`src/rtl/gpzda_sender_if.sv`:
```
// Byte stream from the ZDA sentence generator to the UART transmitter.
// The master presents out_data/out_valid; the slave answers with out_ready.
interface gpzda_sender_if #(
    parameter int B = 8
);
    logic [B-1:0] out_data;
    logic         out_valid;
    logic         out_ready;

    modport master (
        output out_data,
        output out_valid,
        input  out_ready
    );

    modport slave (
        input  out_data,
        input  out_valid,
        output out_ready
    );
endinterface

```
`src/rtl/gpzda_sender.sv`:
```
// Builds one "$GPZDA,hhmmss.00,dd,mm,yyyy,00,00*CC\r\n" sentence from BCD
// fields and streams it byte by byte with its NMEA XOR checksum.
module gpzda_sender #(
    parameter int           B         = 8,
    parameter logic [6*B-1:0] ZoneField = ",00,00"
) (
    input  logic          clock,
    input  logic          reset_n,
    input  logic          start,
    input  logic [23:0]   time_bcd,
    input  logic [7:0]    day_bcd,
    input  logic [7:0]    month_bcd,
    input  logic [15:0]   year_bcd,
    gpzda_sender_if.master tx,
    output logic          busy,
    output logic          done
);

    typedef enum logic [2:0] {
        IDLE,
        BODY,
        SUM_HI,
        SUM_LO,
        CR,
        LF
    } state_t;

    state_t       state;
    logic [B-1:0] data_q;
    logic         valid_q;
    logic [7:0]   chk_q;
    logic [5:0]   idx_q;
    logic [5:0]   idx_n;
    logic         xfer;

    logic [23:0]  time_q;
    logic [7:0]   day_q;
    logic [7:0]   month_q;
    logic [15:0]  year_q;

    logic [B-1:0] body [34];

    function automatic logic [7:0] dig(input logic [3:0] n);
        return {4'h3, n};
    endfunction

    function automatic logic [7:0] hex(input logic [3:0] n);
        return (n < 4'd10) ? (8'h30 + {4'h0, n}) : (8'h37 + {4'h0, n});
    endfunction

    assign tx.out_data  = data_q;
    assign tx.out_valid = valid_q;
    assign xfer         = valid_q & tx.out_ready;
    assign idx_n        = idx_q + 6'd1;

    // Byte table of the sentence body, indexed by byte position.
    always_comb begin
        body[0]  = "$";
        body[1]  = "G";
        body[2]  = "P";
        body[3]  = "Z";
        body[4]  = "D";
        body[5]  = "A";
        body[6]  = ",";
        body[7]  = dig(time_q[23:20]);
        body[8]  = dig(time_q[19:16]);
        body[9]  = dig(time_q[15:12]);
        body[10] = dig(time_q[11:8]);
        body[11] = dig(time_q[7:4]);
        body[12] = dig(time_q[3:0]);
        body[13] = ".";
        body[14] = "0";
        body[15] = "0";
        body[16] = ",";
        body[17] = dig(day_q[7:4]);
        body[18] = dig(day_q[3:0]);
        body[19] = ",";
        body[20] = dig(month_q[7:4]);
        body[21] = dig(month_q[3:0]);
        body[22] = ",";
        body[23] = dig(year_q[15:12]);
        body[24] = dig(year_q[11:8]);
        body[25] = dig(year_q[7:4]);
        body[26] = dig(year_q[3:0]);
        body[27] = ZoneField[47:40];
        body[28] = ZoneField[39:32];
        body[29] = ZoneField[31:24];
        body[30] = ZoneField[23:16];
        body[31] = ZoneField[15:8];
        body[32] = ZoneField[7:0];
        body[33] = "*";
    end

    always_ff @(posedge clock) begin
        if (!reset_n) begin
            state   <= IDLE;
            data_q  <= '0;
            valid_q <= 1'b0;
            busy    <= 1'b0;
            done    <= 1'b0;
            chk_q   <= '0;
            idx_q   <= '0;
        end else begin
            done <= 1'b0;
            unique case (state)
                IDLE: begin
                    if (start) begin
                        time_q  <= time_bcd;
                        day_q   <= day_bcd;
                        month_q <= month_bcd;
                        year_q  <= year_bcd;
                        chk_q   <= '0;
                        idx_q   <= '0;
                        data_q  <= 8'h24;
                        valid_q <= 1'b1;
                        busy    <= 1'b1;
                        state   <= BODY;
                    end
                end
                BODY: begin
                    if (xfer) begin
                        // Checksum covers everything between "$" and "*".
                        if (idx_q != 6'd0 && idx_q <= 6'd32) begin
                            chk_q <= chk_q ^ data_q;
                        end
                        if (idx_q == 6'd33) begin
                            data_q <= hex(chk_q[7:4]);
                            state  <= SUM_HI;
                        end else begin
                            idx_q  <= idx_n;
                            data_q <= body[idx_n];
                        end
                    end
                end
                SUM_HI: begin
                    if (xfer) begin
                        data_q <= hex(chk_q[3:0]);
                        state  <= SUM_LO;
                    end
                end
                SUM_LO: begin
                    if (xfer) begin
                        data_q <= 8'h0D;
                        state  <= CR;
                    end
                end
                CR: begin
                    if (xfer) begin
                        data_q <= 8'h0A;
                        state  <= LF;
                    end
                end
                LF: begin
                    if (xfer) begin
                        valid_q <= 1'b0;
                        busy    <= 1'b0;
                        done    <= 1'b1;
                        state   <= IDLE;
                    end
                end
                default: state <= IDLE;
            endcase
        end
    end

endmodule

```
`src/flat_wrapper.sv`:
```
// flat-port wrapper written by rule: the top's interface ports become plain ports
module gpzda_sender_flat 
#(
    parameter int           B         = 8,
    parameter logic [6*B-1:0] ZoneField = "      "
)
  (clock, reset_n, start, time_bcd, day_bcd, month_bcd, year_bcd, busy, done, tx_out_data, tx_out_valid, tx_out_ready);
  gpzda_sender_if #(.B(B)) tx_i ();
  input  logic clock;
  input  logic reset_n;
  input  logic start;
  input  logic [23:0] time_bcd;
  input  logic [7:0] day_bcd;
  input  logic [7:0] month_bcd;
  input  logic [15:0] year_bcd;
  output logic busy;
  output logic done;
  output wire logic [$bits(tx_i.out_data)-1:0] tx_out_data;
  output wire logic [$bits(tx_i.out_valid)-1:0] tx_out_valid;
  input wire logic [$bits(tx_i.out_ready)-1:0] tx_out_ready;
  assign tx_out_data = tx_i.out_data;
  assign tx_out_valid = tx_i.out_valid;
  assign tx_i.out_ready = tx_out_ready;
  gpzda_sender #(.B(B), .ZoneField(ZoneField)) u_core (.clock(clock), .reset_n(reset_n), .start(start), .time_bcd(time_bcd), .day_bcd(day_bcd), .month_bcd(month_bcd), .year_bcd(year_bcd), .tx(tx_i), .busy(busy), .done(done));
endmodule
```
`config.mk`:
```
export PLATFORM = sky130hd
export DESIGN_NAME = gpzda_sender_flat
export DESIGN_NICKNAME = d
export VERILOG_FILES = /design/src/rtl/gpzda_sender_if.sv /design/src/rtl/gpzda_sender.sv /design/src/flat_wrapper.sv
export SDC_FILE = /design/constraint.sdc
export NUM_CORES = 1
export LEC_CHECK = 0
export BUFFER_PORTS_ARGS = -buffer_cell sky130_fd_sc_hd__buf_2
export CAP_MARGIN = 20
export CORE_MARGIN = 3
export CORE_UTILIZATION = 48
export DETAILED_ROUTE_END_ITERATION = 16
export PLACE_DENSITY = 0.8
export SETUP_SLACK_MARGIN = 0.4
export SKIP_LAST_GASP = 1
export SYNTH_ARGS = -nofsm -noshare
export SYNTH_HDL_FRONTEND = slang
export SYNTH_SLANG_ARGS = --single-unit
```
`constraint.sdc`:
```
create_clock -name clock -period 2.85 [get_ports clock]
set_clock_uncertainty 0.05 [all_clocks]
set_input_delay 0.1425 -clock clock [delete_from_list [all_inputs] [get_ports clock]]
set_output_delay 0.1425 -clock clock [all_outputs]
set_load 0.02 [all_outputs]
```
==> results.md <==
Hold path:
- In this run the most critical hold path is launched from reset_n.
- The worst hold path was traced through 3 stages.
- The path class of the tightest hold or removal check is input port to flop.
- The end point of the most critical hold path is u_core.done.

Routing:
- In the final routed layout, each cell accounts on average for 17.4 microns.
- The routed layout has 3480 vias.
- The total wire length after detailed routing is 10800 microns.
- In this run, the number of DRC markers left after iteration 0 of detailed routing was 312.
- For this run, design rule violations remaining after detail routing come to 0.
- The via density per instance is 5.58.
- In this run the remaining antenna-violating nets after routing total 0.
- The number of iterations in the first detailed-routing pass is 4.

Status:
- The run finished with clean final reports.

Timing:
- Setup violations remaining at the end of the flow were counted as 0.
- The routed design could run at a clock period as short as 2.36 ns.
- For this run, the top clock speed supported by timing is 423 MHz.
- The relative slew slack is 63.0%.
- Summed over all failing endpoints, the final setup total negative slack is 0 ns.
- Setup repair after global routing could not meet its margin everywhere.
- The worst path meets setup with 0.488 ns of slack.
- For the pin with the worst max-slew slack, the measured transition is 0.553 ns.
- After layout, the worst path uses 82.9% of the clock period.
- The number of max-slew violations in the final report is 0.
- The hold violation total from the final report is 0.

Yosys:
- The number of enable-type register cells in the synthesized netlist is 56.
- Summing the sequential cell areas from Yosys gives 53.0% of the chip area.
- Yosys printed 0 warnings.
- The post-synth net total is 457.
- Among all flip-flop cells after synthesis, the most frequent one is sky130_fd_sc_hd__edfxtp_1.
- The synthesis-stage register bit count is 82.
- In this run the cell area of the synthesized design comes to 4150 sq um.
- After synthesis, the netlist uses 61 different library cells.
- Synthesis produced 390 cells.
- The post-synthesis async set-or-reset flop share is 0%.
- The mean instance size in the synthesized netlist is 10.7 sq um.

Clock network:
- The maximum level of the CTS H-tree is 3.
- For the worst-skew pair, the clock arrives at the later sink with an insertion delay of 0.37 ns.
- The number of sinks handled by clock tree synthesis is 82.
- The clock passes through at most 2 buffers.
- In this run the clock root is driven by a sky130_fd_sc_hd__clkbuf_8.
- TritonCTS built the clock tree.
- The number of clock buffers added by TritonCTS is 9.
- The clock transition at the registers of the reported paths is 0.10 ns.

Layout:
- The antenna diode instance count is 0.
- Compared with the post-synthesis result, the final layout area differs by 29.4%.
- In the layout the commonest cells are sky130_fd_sc_hd__buf_2 (69), sky130_fd_sc_hd__dlygate4sd3_1 (56), sky130_fd_sc_hd__edfxtp_1 (56), sky130_fd_sc_hd__nor2_1 (39), sky130_fd_sc_hd__nand2_1 (32).
- The non-filler instance count after layout is 624.
- The final layout net count is 581.
- Summing all non-filler instances in the final layout gives an area of 5370 sq um.
- The fraction of final layout cells with drive strength greater than 1 is 21.8%.
- The library cell used most frequently in the layout, excluding fill and tap cells, is sky130_fd_sc_hd__buf_2.
- The layout has 613 filler cells.

GRT:
- Entering global routing, the biggest net connects 57 pins.
- The number of global-route vias before repair is 3573.
- The overall routing resource usage is 23.1%.
- The residual overflow from global routing is 0.
- The first global-routing pass estimated 17800 microns of wire.
- The number of antenna violations at the first check in global routing was 0.

Floorplanning:
- 71 I/O pins were placed.
- Once the floorplan was initialized, standard cells occupied 50.1% of the core.
- The vertical die dimension is 99.0 microns.
- The placement row count is 33.
- The core outline area is 8300 sq um.
- From left edge to right edge, the die measures 99.0 microns.
- The die covers 9810 sq um.

Place:
- The count of input and output buffers is 69.
- At the end of routability-driven placement, the weighted congestion stood at 0.944.
- The cell area after placement is 4620 sq um.
- The HPWL after detailed placement is 6610 microns.
- The post-placement setup slack is 0.412 ns.
- Including well taps, the total number of placed cells is 551.

Critical path:
- The startpoint of the worst-slack reg-to-reg timing path is u_core.idx_q[1].
- The reg-to-reg critical path endpoint is u_core.tx.out_data[5].
- STA puts the critical path data arrival time at 2.57 ns.
- The worst setup path is of the flop to flop kind.
- The internal reg-to-reg setup slack is 0.49 ns.
- The required time at the worst-slack endpoint is 3.06 ns.
- Of all nets on the critical path, the largest fanout is 16.
- STA classifies the critical path endpoint as a flop.
- The kind of launch point of the worst setup path is a flop.
- The maximum cell stage delay along the critical path is 0.40 ns.
- Among all stages on the critical path, the largest delay is contributed by sky130_fd_sc_hd__dfxtp_2.
- Measured in cells, the most critical reg-to-reg path has a length of 8.
- Walking the worst path, the cells encountered are inv_1 -> ha_4 -> buf_6 -> maj3_1 -> or3_1 -> a22oi_1 -> o221ai_1 -> o211a_1.

Pwr:
- The power per cell area is 447 nW/um^2.
- The worst-case IR drop observed on VDD is 0.000505 V.
- The analysis attributes to cell leakage a power of 0.00201 uW.

Job:
- Max-cap violations in this run came to 0.
## cell type report
class,instances,area (sq um),share of cell area [%]
sequential,82,2210,41.0
clock buffer,10,128,2.37
inverter,14,52.6,0.978
multi-input combinational,273,1820,33.8
timing repair buffer,134,990,18.4
clock inverter,6,51.3,0.955
tap,105,131,2.44
## how the worst max path moves through the flow
stage / start / end / slack [ns] / depth (start not counted)
2_1_floorplan: u_core.state[1] / u_core.day_q[0] / 0.40 / 2
3_3_place_gp: u_core.idx_q[1] / u_core.tx.out_data[3] / 0.45 / 8
3_5_place_dp: u_core.idx_q[1] / u_core.tx.out_data[3] / 0.41 / 8
4_1_cts: u_core.idx_q[1] / u_core.tx.out_data[5] / 0.45 / 8
5_1_grt: u_core.idx_q[0] / u_core.tx.out_data[0] / 0.36 / 7
6_report: u_core.idx_q[1] / u_core.tx.out_data[5] / 0.49 / 8
## report_power, final
group	internal [uW]	total, uW	switching (uW)
clock network	327	794	466
logic	142	273	131
registers	1310	1330	21.0
total	1780	2400	619
## cells in the mapped netlist, drive strengths merged, types with 2 or more instances
master   instances  area [sq um]
nor3b            2          15.0
and2             4          25.0
xnor2           12           113
nand3b           2          15.0
xor2             8          77.6
edfxtp          56          1680
a2111oi          2          23.8
nor2            39           146
o21ai           25           125
o311ai           2          17.5
clkbuf           7          26.3
mux2i            7          70.1
a31oi            2          12.5
inv             14          52.6
and4             2          17.5
dfxtp           26           521
a22oi            7          52.6
o21bai           2          15.0
o211a            3          30.0
o31ai            2          15.0
nor2b            8          50.1
nand3           16          80.1
nand2           32           120
and3             6          37.5
a21oi           28           140
mux4             5           113
nand2b           3          18.8
a211o            3          26.3
or2              2          12.5
buf             14          80.1
o221ai           8          70.1
or3              4          25.0
a221o            3          30.0
mux2             3          33.8
ha               7          87.6
nor3             6          30.0
## flip-flops by register name (all words and copies together), names as in the netlist
name	count
u_core.time_q	24
u_core.day_q	8
u_core.tx.out_data	7
u_core.busy	1
u_core.done	1
u_core.year_q	16
u_core.idx_q	6
u_core.month_q	8
u_core.chk_q	8
u_core.state	3
## critical path, delay by kind of cell (launching register included)
family | cells | cell delay, ns
and+or+nand+nor | 1 | 0.33
DFF | 1 | 0.40
buffers and inverters | 2 | 0.30
adders and majority gates | 2 | 0.68
AOI/OAI and AO/OA | 3 | 0.49
## cell families after synthesis
| kind of cell | Yosys count | share of synthesized area, % |
|---|---|---|
| flops | 82 | 53.0 |
| fa+ha+maj | 8 | 2.35 |
| simple gates | 130 | 15.0 |
| other cells | 1 | 0.0903 |
| xor+xnor | 20 | 4.58 |
| compound gates | 99 | 15.9 |
| buf+inv | 35 | 3.83 |
| mux | 15 | 5.21 |
## layer usage
layer  vias to the layer above  GRT usage [%]  share of wire, %
met4                         0           7.14               1.8
met3                        15           6.09               6.3
met2                       147           38.1                48
met5                         -              0                 0
met1                      1634           29.8                44
li1                       1684              -                 -
## per-stage QoR
step	hold slack, ns	power, uW	utilization, %
floorplan	0.191	1480	-
global placement	0.269	1560	55.6
detailed placement	0.271	1560	55.6
CTS	0.0794	2400	64.7
global route	0.114	2490	64.8
finish	0.107	2400	64.8
## what timing repair did
action | CTS | global route
endpoints found under the hold margin | 56 | 0
gates resized for setup | 0 | 3
cloned | 0 | 0
hold buffers | 56 | 0
pin swaps | 1 | 0
setup endpoints to repair | 1 | 6
buffers inserted | 1 | 0
(Power assumes the default switching activity.)
